## src/rtl/affine_xform_if.sv

```systemverilog
// Handshake bundle between the affine sequencer and the shared sequential multiplier.
//   master : sequencer side, drives mul_start/mul_a/mul_b, receives product, done and busy
//   slave  : multiplier side
interface affine_xform_if #(
  parameter int unsigned WIDTH = 16
);
  logic               mul_start;
  logic [WIDTH-1:0]   mul_a;
  logic [WIDTH-1:0]   mul_b;
  logic [2*WIDTH-1:0] mul_result;
  logic               mul_done;
  logic               mul_busy;

  modport master (
    output mul_start, mul_a, mul_b,
    input  mul_result, mul_done, mul_busy
  );

  modport slave (
    input  mul_start, mul_a, mul_b,
    output mul_result, mul_done, mul_busy
  );
endinterface

```

## src/rtl/affine_xform.sv

```systemverilog
// Q(WIDTH-FRAC).FRAC 2-D affine transform sequencer:
//   x' = a*x + b*y + tx,  y' = c*x + d*y + ty
// Issues four products in sequence to one shared multiplier, accumulates them on top of the
// pre-shifted translation, then rounds half toward +inf and saturates back to WIDTH bits.
// Ports:
//   clk, rst_n                    clock, asynchronous active-low reset
//   start                         request, only sampled while idle
//   coef_a..coef_d, tx, ty        signed matrix coefficients and translation
//   x_i, y_i                      signed input point
//   x_o, y_o                      registered transformed point, held until the next result
//   done                          one-cycle pulse, x_o/y_o valid
//   busy                          high from the cycle after acceptance through the done cycle
//   mul_if                        multiplier handshake (start, operands, product, done, busy)
module affine_xform #(
  parameter int unsigned WIDTH = 16,
  parameter int unsigned FRAC  = 8
) (
  input  logic             clk,
  input  logic             rst_n,
  input  logic             start,
  input  logic [WIDTH-1:0] coef_a,
  input  logic [WIDTH-1:0] coef_b,
  input  logic [WIDTH-1:0] coef_c,
  input  logic [WIDTH-1:0] coef_d,
  input  logic [WIDTH-1:0] tx,
  input  logic [WIDTH-1:0] ty,
  input  logic [WIDTH-1:0] x_i,
  input  logic [WIDTH-1:0] y_i,
  output logic [WIDTH-1:0] x_o,
  output logic [WIDTH-1:0] y_o,
  output logic             done,
  output logic             busy,
  affine_xform_if.master   mul_if
);

  // Two products plus a shifted translation per axis cannot overflow this width.
  localparam int unsigned AW = 2 * WIDTH + 2;

  localparam logic [WIDTH-1:0] MinVal     = {1'b1, {(WIDTH-1){1'b0}}};
  localparam logic [WIDTH-1:0] MinPlusOne = {1'b1, {(WIDTH-2){1'b0}}, 1'b1};
  localparam logic [WIDTH-1:0] MaxVal     = {1'b0, {(WIDTH-1){1'b1}}};

  localparam logic signed [AW-1:0] Half   = AW'(1) << (FRAC - 1);
  localparam logic signed [AW-1:0] MaxExt = $signed({{(AW-WIDTH){1'b0}}, MaxVal});
  localparam logic signed [AW-1:0] MinExt = $signed({{(AW-WIDTH){1'b1}}, MinVal});

  typedef enum logic [1:0] {StIdle, StIssue, StWait, StFinish} state_e;

  // The multiplier works on magnitudes, so the most negative value has no representation there.
  function automatic logic [WIDTH-1:0] clamp_min(input logic [WIDTH-1:0] v);
    return (v == MinVal) ? MinPlusOne : v;
  endfunction

  function automatic logic [WIDTH-1:0] round_sat(input logic signed [AW-1:0] acc);
    logic signed [AW-1:0] r;
    r = (acc + Half) >>> FRAC;
    if (r > MaxExt) begin
      return MaxVal;
    end else if (r < MinExt) begin
      return MinVal;
    end
    return r[WIDTH-1:0];
  endfunction

  state_e               state_q;
  logic [1:0]           idx_q;
  logic [WIDTH-1:0]     a_q, b_q, c_q, d_q, xv_q, yv_q;
  logic signed [AW-1:0] acc_x_q, acc_y_q;
  logic [WIDTH-1:0]     x_o_q, y_o_q;
  logic                 done_q, busy_q;

  logic [WIDTH-1:0]     x_d, y_d;
  logic [WIDTH-1:0]     tx_c, ty_c;
  logic signed [AW-1:0] tx_ext, ty_ext, prod_ext;

  always_comb begin
    tx_c     = clamp_min(tx);
    ty_c     = clamp_min(ty);
    tx_ext   = $signed({{(AW-WIDTH){tx_c[WIDTH-1]}}, tx_c});
    ty_ext   = $signed({{(AW-WIDTH){ty_c[WIDTH-1]}}, ty_c});
    prod_ext = $signed({{2{mul_if.mul_result[2*WIDTH-1]}}, mul_if.mul_result});
    x_d      = round_sat(acc_x_q);
    y_d      = round_sat(acc_y_q);
  end

  // Operands come straight from the latched values, so they stay stable until idx advances,
  // which is only after mul_done has been consumed.
  always_comb begin
    mul_if.mul_a = a_q;
    mul_if.mul_b = xv_q;
    case (idx_q)
      2'd0: begin mul_if.mul_a = a_q; mul_if.mul_b = xv_q; end
      2'd1: begin mul_if.mul_a = b_q; mul_if.mul_b = yv_q; end
      2'd2: begin mul_if.mul_a = c_q; mul_if.mul_b = xv_q; end
      default: begin mul_if.mul_a = d_q; mul_if.mul_b = yv_q; end
    endcase
  end

  assign mul_if.mul_start = (state_q == StIssue) && !mul_if.mul_busy;

  always_ff @(posedge clk or negedge rst_n) begin
    if (!rst_n) begin
      state_q <= StIdle;
      idx_q   <= '0;
      a_q     <= '0;
      b_q     <= '0;
      c_q     <= '0;
      d_q     <= '0;
      xv_q    <= '0;
      yv_q    <= '0;
      acc_x_q <= '0;
      acc_y_q <= '0;
      x_o_q   <= '0;
      y_o_q   <= '0;
      done_q  <= 1'b0;
      busy_q  <= 1'b0;
    end else begin
      done_q <= 1'b0;
      // Busy covers the done cycle; a start accepted in that cycle keeps it high.
      busy_q <= (state_q != StIdle) || start;
      case (state_q)
        StIdle: begin
          if (start) begin
            a_q     <= clamp_min(coef_a);
            b_q     <= clamp_min(coef_b);
            c_q     <= clamp_min(coef_c);
            d_q     <= clamp_min(coef_d);
            xv_q    <= clamp_min(x_i);
            yv_q    <= clamp_min(y_i);
            idx_q   <= '0;
            acc_x_q <= tx_ext <<< FRAC;
            acc_y_q <= ty_ext <<< FRAC;
            state_q <= StIssue;
          end
        end
        StIssue: begin
          if (!mul_if.mul_busy) begin
            state_q <= StWait;
          end
        end
        StWait: begin
          if (mul_if.mul_done) begin
            if (idx_q[1]) begin
              acc_y_q <= acc_y_q + prod_ext;
            end else begin
              acc_x_q <= acc_x_q + prod_ext;
            end
            if (idx_q == 2'd3) begin
              state_q <= StFinish;
            end else begin
              idx_q   <= idx_q + 2'd1;
              state_q <= StIssue;
            end
          end
        end
        StFinish: begin
          x_o_q   <= x_d;
          y_o_q   <= y_d;
          done_q  <= 1'b1;
          state_q <= StIdle;
        end
        default: state_q <= StIdle;
      endcase
    end
  end

  assign x_o  = x_o_q;
  assign y_o  = y_o_q;
  assign done = done_q;
  assign busy = busy_q;

endmodule

```

## src/flat_wrapper.sv

```systemverilog
// flat-port wrapper written by rule: the top's interface ports become plain ports
module affine_xform_flat 
#(
  parameter int unsigned WIDTH = 16,
  parameter int unsigned FRAC  = 8
)
  (clk, rst_n, start, coef_a, coef_b, coef_c, coef_d, tx, ty, x_i, y_i, x_o, y_o, done, busy, mul_if_mul_start, mul_if_mul_a, mul_if_mul_b, mul_if_mul_result, mul_if_mul_done, mul_if_mul_busy);
  affine_xform_if #(.WIDTH(WIDTH)) mul_if_i ();
  input  logic clk;
  input  logic rst_n;
  input  logic start;
  input  logic [WIDTH-1:0] coef_a;
  input  logic [WIDTH-1:0] coef_b;
  input  logic [WIDTH-1:0] coef_c;
  input  logic [WIDTH-1:0] coef_d;
  input  logic [WIDTH-1:0] tx;
  input  logic [WIDTH-1:0] ty;
  input  logic [WIDTH-1:0] x_i;
  input  logic [WIDTH-1:0] y_i;
  output logic [WIDTH-1:0] x_o;
  output logic [WIDTH-1:0] y_o;
  output logic done;
  output logic busy;
  output wire logic [$bits(mul_if_i.mul_start)-1:0] mul_if_mul_start;
  output wire logic [$bits(mul_if_i.mul_a)-1:0] mul_if_mul_a;
  output wire logic [$bits(mul_if_i.mul_b)-1:0] mul_if_mul_b;
  input wire logic [$bits(mul_if_i.mul_result)-1:0] mul_if_mul_result;
  input wire logic [$bits(mul_if_i.mul_done)-1:0] mul_if_mul_done;
  input wire logic [$bits(mul_if_i.mul_busy)-1:0] mul_if_mul_busy;
  assign mul_if_mul_start = mul_if_i.mul_start;
  assign mul_if_mul_a = mul_if_i.mul_a;
  assign mul_if_mul_b = mul_if_i.mul_b;
  assign mul_if_i.mul_result = mul_if_mul_result;
  assign mul_if_i.mul_done = mul_if_mul_done;
  assign mul_if_i.mul_busy = mul_if_mul_busy;
  affine_xform #(.WIDTH(WIDTH), .FRAC(FRAC)) u_core (.clk(clk), .rst_n(rst_n), .start(start), .coef_a(coef_a), .coef_b(coef_b), .coef_c(coef_c), .coef_d(coef_d), .tx(tx), .ty(ty), .x_i(x_i), .y_i(y_i), .x_o(x_o), .y_o(y_o), .done(done), .busy(busy), .mul_if(mul_if_i));
endmodule
```

## config.mk

```make
export PLATFORM = sky130hd
export DESIGN_NAME = affine_xform_flat
export DESIGN_NICKNAME = d
export VERILOG_FILES = /design/src/rtl/affine_xform_if.sv /design/src/rtl/affine_xform.sv /design/src/flat_wrapper.sv
export SDC_FILE = /design/constraint.sdc
export NUM_CORES = 1
export LEC_CHECK = 0
export CAP_MARGIN = 25
export CORE_MARGIN = 8
export CORE_UTILIZATION = 40
export DETAILED_ROUTE_END_ITERATION = 6
export SKIP_CTS_REPAIR_TIMING = 1
export SYNTH_ARGS = -nofsm -noshare
export SYNTH_HDL_FRONTEND = slang
export SYNTH_SLANG_ARGS = --single-unit
```

## constraint.sdc

```tcl
create_clock -name clk -period 9.7 [get_ports clk]
set_clock_uncertainty 0.15 [all_clocks]
set_input_delay 0.97 -clock clk [delete_from_list [all_inputs] [get_ports clk]]
set_output_delay 0.97 -clock clk [all_outputs]
set_load 0.02 [all_outputs]
```

==> impl_results.md <==
* Nets at 1,816
* Grt total ovfl at 0
* Pwr per Cell Area at roughly 330 nW/µm²
* Syn_nets at 1,601
* Ys Warns at 0
* Vias at ~11,000
* Status: finished clean
* Clock Sinks at between 200 and 250
* Area grow syn2layout at 27.6%
* WS Path Type: register to output pin
* Critical path arrival at 3.11 ns
* Worst path required time at ~8.6 ns
* Post-synth EDFFs at 0
* Core Area at 32,500 µm²
* Critical path fanouts, max at 17
* Syn Area/Cell at between 9 and 10 µm²
* Clock Latency Late Sink at 0.54 ns
* Sequential share of the synthesized area at 0.384
* Slew of the pin with the lowest slew margin at 1.01 ns
* Vias in the first global route at 11,600
* Netlist Area Pre-Place at about 13,000 µm²
* HPWL after detailed placement at roughly 33 mm
* Reg-to-Reg End: u_core.acc_y_q[32]
* FMAX at 0.236 GHz
* H-tree depth at 1
* Fin. Hold Viols at 0
* Crit end category: output pin
* Vias/cell at 5.58
* Worst r2r path cells at 13
* Post-Route WL at about 43 mm
* Leakage power at a little under 7 nW
* Max Buffers Root-to-Sink at 3
* Die area at 39,000 µm²
* Pwr Total at 5.60 mW
* Final period utilization at 0.436
* Site Rows at 66
* CTS tree: done
* Tmin final at 4.23 ns
* Post-route ant nets at 0
* Routed len/inst at 20.9 µm
* RSZ-0062 raised after global routing: no
* Port buffer count at between 200 and 250
* Reg2reg start: u_core.acc_y_q[0]
* DR iter-0 viols at 730
* Residual DRC at 0
* HP Class: input port to asynchronous set/reset pin
* Initial antenna violation count at 4
* Io pins at 232
* Pre-antenna DRT Iters at 5
* Largest net degree at the start of global routing at slightly below 80
* Die Wd at slightly below 200 µm
* Syn Inst Count at 1,361
* Initial Util at 0.406
* Root Driver: clkbuf_16
* Number of CTS-inserted buffers at 25
* Post-synth top flop: dfrtp_1
* Slew headroom at 0.323
* Max cap viols at 0
* Final Max Tran Viols at 0
* Total Routing Usage GR at 0.214
* First-pass GRT wire length at about 67 mm
* Setup TNS Final at 0 ns
* Async S/R FF share, synth at 1.00
* Routability congestion estimate from global placement at 0.920
* Final setup viols at 0
* Startpoint Class: register
* VDD IR max at 0.147 mV
* Proportion of layout cells with a drive suffix above 1 at 0.126
* R2R setup slack at 6.08 ns
* Post-synthesis register bit count at 202
* Min Hold Slack at 0.267 ns
* Die Ht at between 150 and 200 µm
* Reg clk slew, reported paths at 0.06 ns
* Yosys cell types at 92
[critical path, cell delays in order (launching register included)]
cell and delay (ns):
dfrtp_1 0.53, inv_1 0.17, ha_1 0.46, nor2_1 0.19, buf_4 0.28, mux2_2 0.37, clkdlybuf4s50_1 0.57
[kinds of logic (layout without fill, tap and decap cells)]
family	Yosys count	count (layout)	share of synthesized area
simple gates	377	377	0.152
buf+inv	108	342	0.0348
flops	202	202	0.384
xor+xnor	84	84	0.0558
compound gates	396	396	0.202
mux	119	119	0.0993
fa+ha+maj	75	75	0.0724
other cells	0	4	0
[state kept, by name, indices dropped and copies added, names as in the netlist]
register	count
u_core.x_o	16
u_core.b_q	16
u_core.xv_q	16
u_core.d_q	16
u_core.acc_x_q	34
u_core.busy	1
u_core.idx_q	2
u_core.y_o	16
u_core.done	1
u_core.yv_q	16
u_core.state_q	2
u_core.c_q	16
u_core.acc_y_q	34
u_core.a_q	16
[metal layers]
metal / share of wire / up-vias / global-route usage
met5: 0.00030 / - / 0
met4: 0.027 / 2 / 0.0658
met3: 0.062 / 63 / 0.0400
met2: 0.47 / 307 / 0.348
met1: 0.44 / 5486 / 0.286
li1: - / 5537 / -
[worst max path at each step]
stage	cells past startpoint	from	slack, ns	to
after floorplan	13	mul_if_mul_result[0]	5.94	u_core.acc_y_q[32]
after global placement	14	mul_if_mul_result[0]	5.07	u_core.acc_y_q[32]
after detailed placement	14	mul_if_mul_result[0]	4.96	u_core.acc_y_q[32]
after CTS	6	u_core.idx_q[1]	5.41	mul_if_mul_b[13]
after global routing	6	u_core.idx_q[1]	5.29	mul_if_mul_b[9]
final	6	u_core.idx_q[1]	5.47	mul_if_mul_b[9]
[power breakdown]
group          leakage, nW  total (mW)  internal (mW)  switching, mW
Clock                0.416       0.979          0.582          0.397
Sequential            2.43        1.64           1.25          0.393
Combinational         4.07        2.98           1.41           1.57
[placed cells by master, fill, tap and decap left out, types with 9 or more instances in the layout]
master / n
a222oi_1: 16
o22a_1: 10
nor2b_1: 11
mux2i_1: 25
clkbuf_16: 25
a21oi_1: 99
a41oi_1: 9
nand2_1: 92
buf_4: 13
dfrtp_1: 202
nor2_1: 84
a21o_1: 29
nand3_1: 38
ha_1: 73
clkdlybuf4s50_1: 230
nor3_1: 25
nor4_1: 20
nand4_1: 11
a31oi_1: 14
xor2_1: 28
xnor2_1: 56
a221o_1: 19
mux2_2: 94
and3_1: 15
o22ai_1: 11
or3_1: 12
inv_1: 47
nor4b_1: 9
o21ai_0: 94
[synth_stat cells, types with 14 or more instances]
library cell,count,area [µm²]
a21o_1,29,218
a21oi_1,99,495
a221o_1,19,190
a222oi_1,16,160
a31oi_1,14,87.6
and3_1,16,100
clkbuf_1,46,173
dfrtp_1,202,5050
ha_1,73,913
inv_1,47,176
mux2_2,94,1060
mux2i_1,25,250
nand2_1,92,345
nand3_1,38,190
nor2_1,84,315
nor3_1,25,125
nor4_1,20,125
o21ai_0,94,470
xnor2_1,56,490
xor2_1,28,245
[layout make-up]
class                           instances  area [µm²]
Fill cell                            3063       15600
Multi-Input combinational cell       1051        7680
Sequential cell                       202        5050
Timing Repair Buffer                  246        2450
Clock buffer                           29         671
Tap cell                              442         553
Clock inverter                         17         195
Inverter                               50         193
Antenna cell                            4        10.0
[through the flow]
step / area [µm²] / instances / util / setup WS, ns
2_1_floorplan: 13200 / 1361 / - / 5.94
3_3_place_gp: 15900 / 1989 / 0.490 / 5.07
3_5_place_dp: 15900 / 1989 / 0.490 / 4.96
4_1_cts: 16800 / 2035 / 0.517 / 5.41
5_1_grt: 16800 / 2040 / 0.518 / 5.29
6_report: 16800 / 2041 / 0.518 / 5.47
Power figures use the tool's default switching activity.
